--- src/rtl/vga_segdac_engine.sv ---
// VGA timing generator driving segmented thermometer-coded colour DACs with a
// bias power sequence (OFF -> SETTLE -> RUN) and built-in test patterns.
module vga_segdac_engine #(
  parameter int CHANNELS      = 3,
  parameter int SEGS          = 4,
  parameter int H_ACTIVE      = 640,
  parameter int H_FP          = 16,
  parameter int H_SYNC        = 96,
  parameter int H_BP          = 48,
  parameter int V_ACTIVE      = 480,
  parameter int V_FP          = 10,
  parameter int V_SYNC        = 2,
  parameter int V_BP          = 33,
  parameter int SETTLE_CYCLES = 1024
) (
  input  logic                       clk,
  input  logic                       rst_n,
  input  logic                       enable,
  input  logic [1:0]                 mode,
  input  logic [1:0]                 bias_lvl,
  input  logic [CHANNELS*2*SEGS-1:0] pix_in,
  output logic [CHANNELS*3*SEGS-1:0] code,
  output logic [CHANNELS*3-1:0]      bias_en,
  output logic                       hsync,
  output logic                       vsync,
  output logic                       de,
  output logic [15:0]                h_pos,
  output logic [15:0]                v_pos
);

  localparam int LVL_W  = 2 * SEGS;
  localparam int PIX_W  = CHANNELS * LVL_W;
  localparam int CODE_W = CHANNELS * 3 * SEGS;
  localparam int CNT_W  = (SETTLE_CYCLES > 1) ? $clog2(SETTLE_CYCLES) : 1;

  localparam logic [CNT_W-1:0] SETTLE_LAST = CNT_W'(SETTLE_CYCLES - 1);

  localparam logic [15:0] H_ACT      = 16'(H_ACTIVE);
  localparam logic [15:0] H_SYNC_BEG = 16'(H_ACTIVE + H_FP);
  localparam logic [15:0] H_SYNC_END = 16'(H_ACTIVE + H_FP + H_SYNC);
  localparam logic [15:0] H_LAST     = 16'(H_ACTIVE + H_FP + H_SYNC + H_BP - 1);
  localparam logic [15:0] V_ACT      = 16'(V_ACTIVE);
  localparam logic [15:0] V_SYNC_BEG = 16'(V_ACTIVE + V_FP);
  localparam logic [15:0] V_SYNC_END = 16'(V_ACTIVE + V_FP + V_SYNC);
  localparam logic [15:0] V_LAST     = 16'(V_ACTIVE + V_FP + V_SYNC + V_BP - 1);
  localparam logic [15:0] BAR_W      = 16'((H_ACTIVE >= 8) ? H_ACTIVE / 8 : 1);

  typedef enum logic [1:0] {
    ST_OFF    = 2'd0,
    ST_SETTLE = 2'd1,
    ST_RUN    = 2'd2
  } state_t;

  state_t            r_state;
  state_t            w_state_nxt;
  logic [CNT_W-1:0]  r_settle_cnt;
  logic [15:0]       r_h;
  logic [15:0]       r_v;
  logic [15:0]       w_h_nxt;
  logic [15:0]       w_v_nxt;
  logic [1:0]        r_mode;
  logic [2:0]        w_bar;
  logic [PIX_W-1:0]  w_pix;
  logic [CODE_W-1:0] w_code;
  logic              w_run;
  logic              w_active;
  logic              w_hsync_n;
  logic              w_vsync_n;
  logic [CODE_W-1:0] r_code;
  logic [CHANNELS*3-1:0] r_bias_en;
  logic              r_de;
  logic              r_hsync;
  logic              r_vsync;

  // Switch j (bit j-1) closes when the level reaches j.
  function automatic logic [2:0] therm(input logic [1:0] lvl);
    return {&lvl, lvl[1], |lvl};
  endfunction

  // NOTE: every signal driven here gets a default first, so no path can leave
  // it unassigned and infer a latch.
  always_comb begin
    w_state_nxt = r_state;
    case (r_state)
      ST_OFF:    w_state_nxt = ST_SETTLE;
      ST_SETTLE: if (r_settle_cnt == SETTLE_LAST) w_state_nxt = ST_RUN;
      ST_RUN:    w_state_nxt = ST_RUN;
      default:   w_state_nxt = ST_OFF;
    endcase
    if (!enable) w_state_nxt = ST_OFF;
  end

  // NOTE: state registers use non-blocking assignments so every flop samples
  // pre-edge values regardless of statement order.
  always_ff @(posedge clk) begin
    if (!rst_n) r_state <= ST_OFF;
    else        r_state <= w_state_nxt;
  end

  always_comb begin
    w_h_nxt = '0;
    w_v_nxt = '0;
    if (r_state == ST_RUN && w_state_nxt == ST_RUN) begin
      if (r_h == H_LAST) begin
        w_v_nxt = (r_v == V_LAST) ? 16'd0 : r_v + 16'd1;
      end else begin
        w_h_nxt = r_h + 16'd1;
        w_v_nxt = r_v;
      end
    end
  end

  // Pixel source per latched mode, then per-segment thermometer expansion.
  always_comb begin
    w_bar  = 3'(r_h / BAR_W);
    w_pix  = '0;
    w_code = '0;
    for (int c = 0; c < CHANNELS; c++) begin
      case (r_mode)
        2'd0:    w_pix[c*LVL_W +: LVL_W] = pix_in[c*LVL_W +: LVL_W];
        2'd1:    w_pix[c*LVL_W +: LVL_W] = {LVL_W{w_bar[c%3]}};
        2'd2:    w_pix[c*LVL_W +: LVL_W] = LVL_W'(r_h);
        default: w_pix[c*LVL_W +: LVL_W] = '0;
      endcase
      for (int k = 0; k < SEGS; k++) begin
        w_code[c*3*SEGS + 3*k +: 3] = therm(w_pix[c*LVL_W + 2*k +: 2]);
      end
    end
  end

  assign w_run     = (r_state == ST_RUN) && enable;
  assign w_active  = (r_h < H_ACT) && (r_v < V_ACT);
  assign w_hsync_n = !((r_h >= H_SYNC_BEG) && (r_h < H_SYNC_END));
  assign w_vsync_n = !((r_v >= V_SYNC_BEG) && (r_v < V_SYNC_END));

  always_ff @(posedge clk) begin
    if (!rst_n) begin
      r_settle_cnt <= '0;
      r_h          <= '0;
      r_v          <= '0;
      r_mode       <= 2'd3;
      r_code       <= '0;
      r_bias_en    <= '0;
      r_de         <= 1'b0;
      r_hsync      <= 1'b1;
      r_vsync      <= 1'b1;
    end else begin
      r_settle_cnt <= (r_state == ST_SETTLE) ? r_settle_cnt + CNT_W'(1) : '0;
      r_h          <= w_h_nxt;
      r_v          <= w_v_nxt;
      // Mode only changes at the first pixel of a frame, including RUN entry.
      if (w_state_nxt == ST_RUN && w_h_nxt == '0 && w_v_nxt == '0) r_mode <= mode;
      r_bias_en    <= (w_state_nxt != ST_OFF) ? {CHANNELS{therm(bias_lvl)}} : '0;
      r_de         <= w_run && w_active;
      r_code       <= (w_run && w_active) ? w_code : '0;
      r_hsync      <= w_run ? w_hsync_n : 1'b1;
      r_vsync      <= w_run ? w_vsync_n : 1'b1;
    end
  end

  assign code    = r_code;
  assign bias_en = r_bias_en;
  assign de      = r_de;
  assign hsync   = r_hsync;
  assign vsync   = r_vsync;
  assign h_pos   = r_h;
  assign v_pos   = r_v;

endmodule

--- config.mk ---
export PLATFORM = sky130hd
export DESIGN_NAME = vga_segdac_engine
export DESIGN_NICKNAME = d
export VERILOG_FILES = /design/src/rtl/vga_segdac_engine.sv
export SDC_FILE = /design/constraint.sdc
export NUM_CORES = 1
export LEC_CHECK = 0
export ABC_AREA = 0
export CAP_MARGIN = 30
export CORE_MARGIN = 2
export CORE_UTILIZATION = 54
export CTS_BUF_LIST = sky130_fd_sc_hd__clkbuf_4
export DETAILED_ROUTE_END_ITERATION = 10
export PLACE_DENSITY = 0.91
export SETUP_SLACK_MARGIN = 0.02
export SYNTH_ARGS = -nofsm -noshare
export SYNTH_HDL_FRONTEND = slang
export SYNTH_SLANG_ARGS = --single-unit
--- constraint.sdc ---
create_clock -name clk -period 4.7 [get_ports clk]
set_input_delay 0.94 -clock clk [delete_from_list [all_inputs] [get_ports clk]]
set_output_delay 0.94 -clock clk [all_outputs]
set_load 0.05 [all_outputs]
== After elaboration in Yosys (flattened, before gate mapping) ==
Cells that the tools add are included.

* Add/sub/neg operators: 3
* Div/mod/pow operators: 1
* Order comparisons: 6
* Eq/ne operators: 8
* Multiplexer cells: 11
* Reductions and logical operators: 45

{| class="wikitable"
|+ Operators with widths
! operator !! number
|-
| 16-bit two-way mux || 5
|-
| 8-bit one-hot mux with 3 select lines || 3
|-
| 2-bit AND reduction || 17
|-
| 16-bit by 1-bit adder with 16-bit output (second input constant) || 2
|-
| 16-bit by 10-bit equality test with 1-bit output (second input constant) || 2
|-
| 16-bit zero test || 2
|-
| 16-bit by 10-bit < comparator with 1-bit output (second input constant) || 2
|-
| 16-bit by 9-bit < comparator with 1-bit output (second input constant) || 2
|-
| 2-bit OR reduction || 13
|-
| 16-bit by 7-bit divider with 16-bit output (second input constant) || 1
|-
| 16-bit by 10-bit greater-or-equal comparator with 1-bit output (second input constant) || 1
|-
| 16-bit by 9-bit greater-or-equal comparator with 1-bit output (second input constant) || 1
|-
| 10-bit by 1-bit adder with 10-bit output (second input constant) || 1
|-
| 10-bit equality test (second input constant) || 1
|-
| 1-bit logical AND || 8
|-
| 2-bit equality test (second input constant) || 3
|-
| 2-bit one-hot mux with 3 select lines || 1
|-
| 2-bit by 1-bit equality test with 1-bit output (second input constant) || 2
|-
| 2-bit zero test || 2
|-
| 2-bit two-way mux || 2
|-
| 1-bit zero test || 2
|-
| 2-bit nonzero test || 1
|}

* Bits in registers: 94
* Output and inout bits: 80

== Depth between registers and ports, before layout ==
* Word-level depth: 10
* Depth in mapped cells: 16
* Depth with buffers taken out: 12

== Worst setup path after synthesis ==
No wires, ideal clock.

* Path type: reg-to-reg
* Start: register r_h[12], in the netlist h_pos[12]
* End: register r_code[10], in the netlist code[10]
* Setup time: 0.137 ns
* Data arrival time: 3.526 ns
* Setup slack: 1.037 ns
* Cell stages (with the launch flop): 15
* Buffers on the path: 2
* Period minus slack after synthesis: 3.663 ns
* Path through: dfxtp_1 > buf_4 > mux2_2 > a32oi_1 > o21ai_1 > a2111oi_0 > a2111oi_0 > or3b_1 > mux2i_1 > buf_4 > a21boi_2 > nor3b_1 > o41a_1 > o21ai_2 > a31oi_1

* Word-level cells in the longest chain between the ends: 4

{| class="wikitable"
|+ Ends and longest elaborated chain
! element !! RTL line !! text
|-
| from (decl) || 57 || <nowiki>logic [15:0] r_h;</nowiki>
|-
| from (signal assigned) || 149 || <nowiki>r_h <= w_h_nxt;</nowiki>
|-
| parallel branches: the longest is 4 deep, another holds 16-bit by 7-bit divider with 16-bit output || - ||
|-
| to (signal assigned) || 155 || <nowiki>r_code <= (w_run && w_active) ? w_code : '0;</nowiki>
|-
| to (decl) || 69 || <nowiki>logic [CODE_W-1:0] r_code;</nowiki>
|}

Parallel ways; which one is timed is not known.
A chain may end at the register's enable or synchronous reset.

== Worst setup path in the final report ==
* Start: register r_h[13], in the netlist h_pos[13]
* End: register r_code[32], in the netlist code[32]

* Word-level cells in the longest chain between the ends: 4

{| class="wikitable"
|+ Ends and longest elaborated chain
! element
|-
| parallel branches: the longest is 4 deep, another holds 16-bit by 7-bit divider with 16-bit output
|}

Parallel ways; which one is timed is not known.

==> impl_metrics.py <==
metrics = {
    "clocking": {
        "cts_tree": "done",
        "worstSkewPairLatency_ns": 0.47,
        "clkSlewWorstSetupHoldPaths_ns": 0.14,
        "cts_buffer_depth": 2,
        "numCtsBuffers": 9,
        "post_cts_buffers": 0,
        "clockRootBuffer": "clkbuf_4",
        "cts.sinks": 88,
        "cts-htree-levels": 3,
    },
    "placement": {
        "globalplace.congestion": 0.934,
        "place_hpwl_microns": 11300,
        "port_buffers": 110,
    },
    "worst_setup_path": {
        "critPathKind": "reg2reg",
        "endpoint_kind": "flop",
        "arrival_ns": 4.60,
        "startpoint_type": "flop",
        "crit_fanout": 26,
        "crit_required_ns": 5.08,
    },
    "yosys": {
        "ys_warn_count": 0,
        "yosysSeqAreaShare_pct": 31.5,
        "synth_ff_type": "dfxtp_1",
        "async_flop_share_pct": 0,
        "synth.area.top_cells": "dfxtp_1 (31%), nor2_1 (5.7%), nand2_1 (4.5%), a21oi_1 (4.5%), xnor2_1 (4.4%)",
        "syn_nets": 759,
        "synth.top_cell.area_share_pct": 31.5,
        "synth_enable_flop_cells": 0,
        "synthCells": 723,
        "yosys.area.top_type": "dfxtp_1",
        "ys_types": 91,
        "syn-cell-area_sq_um": 5600,
        "avgSynthCellArea_sq_um": 7.75,
        "ys_ff_latch": 88,
    },
    "sta": {
        "report.final.hold_viol_count": 0,
        "fin_crit_ns": 4.22,
        "rsz0062_at_grt": "false",
        "setup_viol": 0,
        "period_share_pct": 89.7,
        "relSlewSlack_pct": 44.8,
        "slew_violations": 0,
        "tightest_slew_ns": 0.826,
        "final.setup.tns_ns": 0,
        "fmax_mhz": 237,
        "skew_ns": 0.0249,
    },
    "global_route": {
        "grt_max_degree": 33,
        "grt-ovfl-total": 0,
        "grt_use_total_pct": 27.7,
        "antenna_found_initial": 0,
        "grt_pass1_vias": 5278,
        "grt_first_pass_wirelength_microns": 25500,
    },
    "cells_and_area": {
        "post-route-util_pct": 66.8,
        "antenna_cells": 0,
        "nets": 835,
        "drive_above_1_share_pct": 7.84,
        "fillers": 825,
        "syn2layout_area_growth_pct": 21.5,
    },
    "floorplan": {
        "start_util_pct": 55.0,
        "boundaryPins": 111,
        "core-area_sq_um": 10200,
        "die_x_microns": 106,
        "dieArea_sq_um": 11200,
        "num_rows": 37,
        "fp.dieH_microns": 106,
    },
    "power": {
        "power_density_nw_per_um2": 179,
        "p_total_mw": 1.22,
        "p_leak_nw": 2.23,
        "vdd_drop_max_mv": 0.212,
    },
    "routing": {
        "first_pass_iters": 6,
        "viasPerCell": 6.09,
        "final_antenna_net_count": 0,
        "vias": 5720,
        "drc_errors": 0,
        "drt-total-wl_microns": 15500,
        "dr.first_iter.drc_count": 513,
        "wire_per_inst_microns": 16.5,
    },
    "status": {
        "status": "completed",
    },
    "worst_hold_path": {
        "hp-class": "reg2reg",
    },
    "run": {
        "max_cap_viol_count": 0,
    },
}
==> per-stage QoR <==
stage / cell area, sq um / hold slack (ns) / instances / setup slack (ns)
5_1_grt: 6810 / 0.491 / 940 / 0.136
3_5_place_dp: 6680 / 0.435 / 924 / 0.498
2_1_floorplan: 5600 / 0.413 / 723 / 1.04
4_1_cts: 6810 / 0.455 / 940 / 0.459
3_3_place_gp: 6680 / 0.424 / 924 / 0.657
6_report: 6810 / 0.453 / 940 / 0.484
==> timing repair <==
action                                 4_1_cts  5_1_grt
endpoints found under the hold margin        0        0
hold buffers                                 0        0
resized for setup                            0        1
setup endpoints to repair                    0        3
==> cells by family (layout without fill, tap and decap cells) <==
logic type / after synthesis / count (layout) / share of synthesized area, %
mux: 7 / 7 / 1.30
fa+ha+maj: 5 / 5 / 1.12
flops: 88 / 88 / 31.5
simple gates: 307 / 307 / 28.1
xor+xnor: 42 / 42 / 6.57
compound gates: 194 / 194 / 25.0
buf+inv: 80 / 161 / 6.48
==> sequential cells by signal, summed over array words and instances (netlist names) <==
signal and cells:
code 36, h_pos 16, v_pos 16, r_settle_cnt 10, bias_en 3, r_mode 2
r_state 2, de 1, hsync 1, vsync 1
==> worst max-delay path: stages (launching register included) <==
cell and delay [ns]:
dfxtp_1 0.84, nand2b_1 0.34, nor4b_2 0.48, a211oi_4 0.13, a211oi_1 0.45, o31ai_4 0.13, nand2_1 0.21, mux2i_1 0.22
buf_4 0.19, a21boi_2 0.23, o21a_1 0.39, a21oi_1 0.09, or2_1 0.28, a211oi_2 0.17
==> cells in the mapped netlist, types with 5 or more instances <==
cell      count
dfxtp_1      88
nand4_1      10
and2_1        8
nand3b_1      6
nand3_1      35
or3_1         9
a21o_1        5
a211o_1       6
o21a_1        6
o31ai_1      12
nor4_1        8
and3_1       10
o21ai_0      34
nor2_1       85
buf_1         5
nor3_1       12
nor2b_1       7
nand2b_1     10
nand2_1      67
a31oi_1      14
xor2_1       14
xnor2_1      28
inv_1        24
mux2i_1       5
clkbuf_1     27
a21oi_1      50
buf_4        11
ha_1          5
or2_2         6
buf_2        11
==> power breakdown <==
part / internal, mW / switching (mW) / total, mW
Clock: 0.119 / 0.294 / 0.413
Sequential: 0.748 / 0.00154 / 0.750
Combinational: 0.0293 / 0.0264 / 0.0557
==> metal layers <==
layer,vias up,wire length (microns),track usage [%]
li1,2738,-,-
met1,2669,6650,36.2
met2,276,7500,46.8
met3,37,1110,4.14
met4,0,278,9.49
met5,-,0,0
==> worst paths after layout <==
path                          end             from  cells after the start  slack [ns]
setup / recovery         code[32]        h_pos[13]                     13        0.48
setup reg to reg         code[32]        h_pos[13]                     13        0.48
hold / removal    r_settle_cnt[0]  r_settle_cnt[0]                      1        0.45
hold reg to reg   r_settle_cnt[0]  r_settle_cnt[0]                      1        0.45
==> placed cells by master (no fill, tap or decap), types with 6 or more instances in the layout <==
master and n:
o21ai_0 34, a211o_1 6, o21a_1 6, or3_1 9, xor2_1 14, nand4_1 10
nor2_1 85, nor4_1 8, clkbuf_4 9, nor3_1 12, and3_1 10, inv_1 24
nand3_1 35, a21oi_1 50, or2_2 6, nand2_1 67, buf_4 10, nor2b_1 7
o31ai_1 12, clkdlybuf4s50_1 110, dfxtp_1 87, a31oi_1 14, xnor2_1 28, nand3b_1 6
and2_1 8, nand2b_1 10
==> area by class of cell <==
cell class	instances	area [sq um]	share of cell area, %
Timing Repair Buffer	120	1180	17.3
Inverter	25	93.8	1.38
Multi-Input combinational cell	555	3480	51.1
Clock inverter	7	60.1	0.882
Tap cell	136	170	2.50
Sequential cell	88	1760	25.9
Clock buffer	9	67.6	0.993
Power figures use the tool's default switching activity.
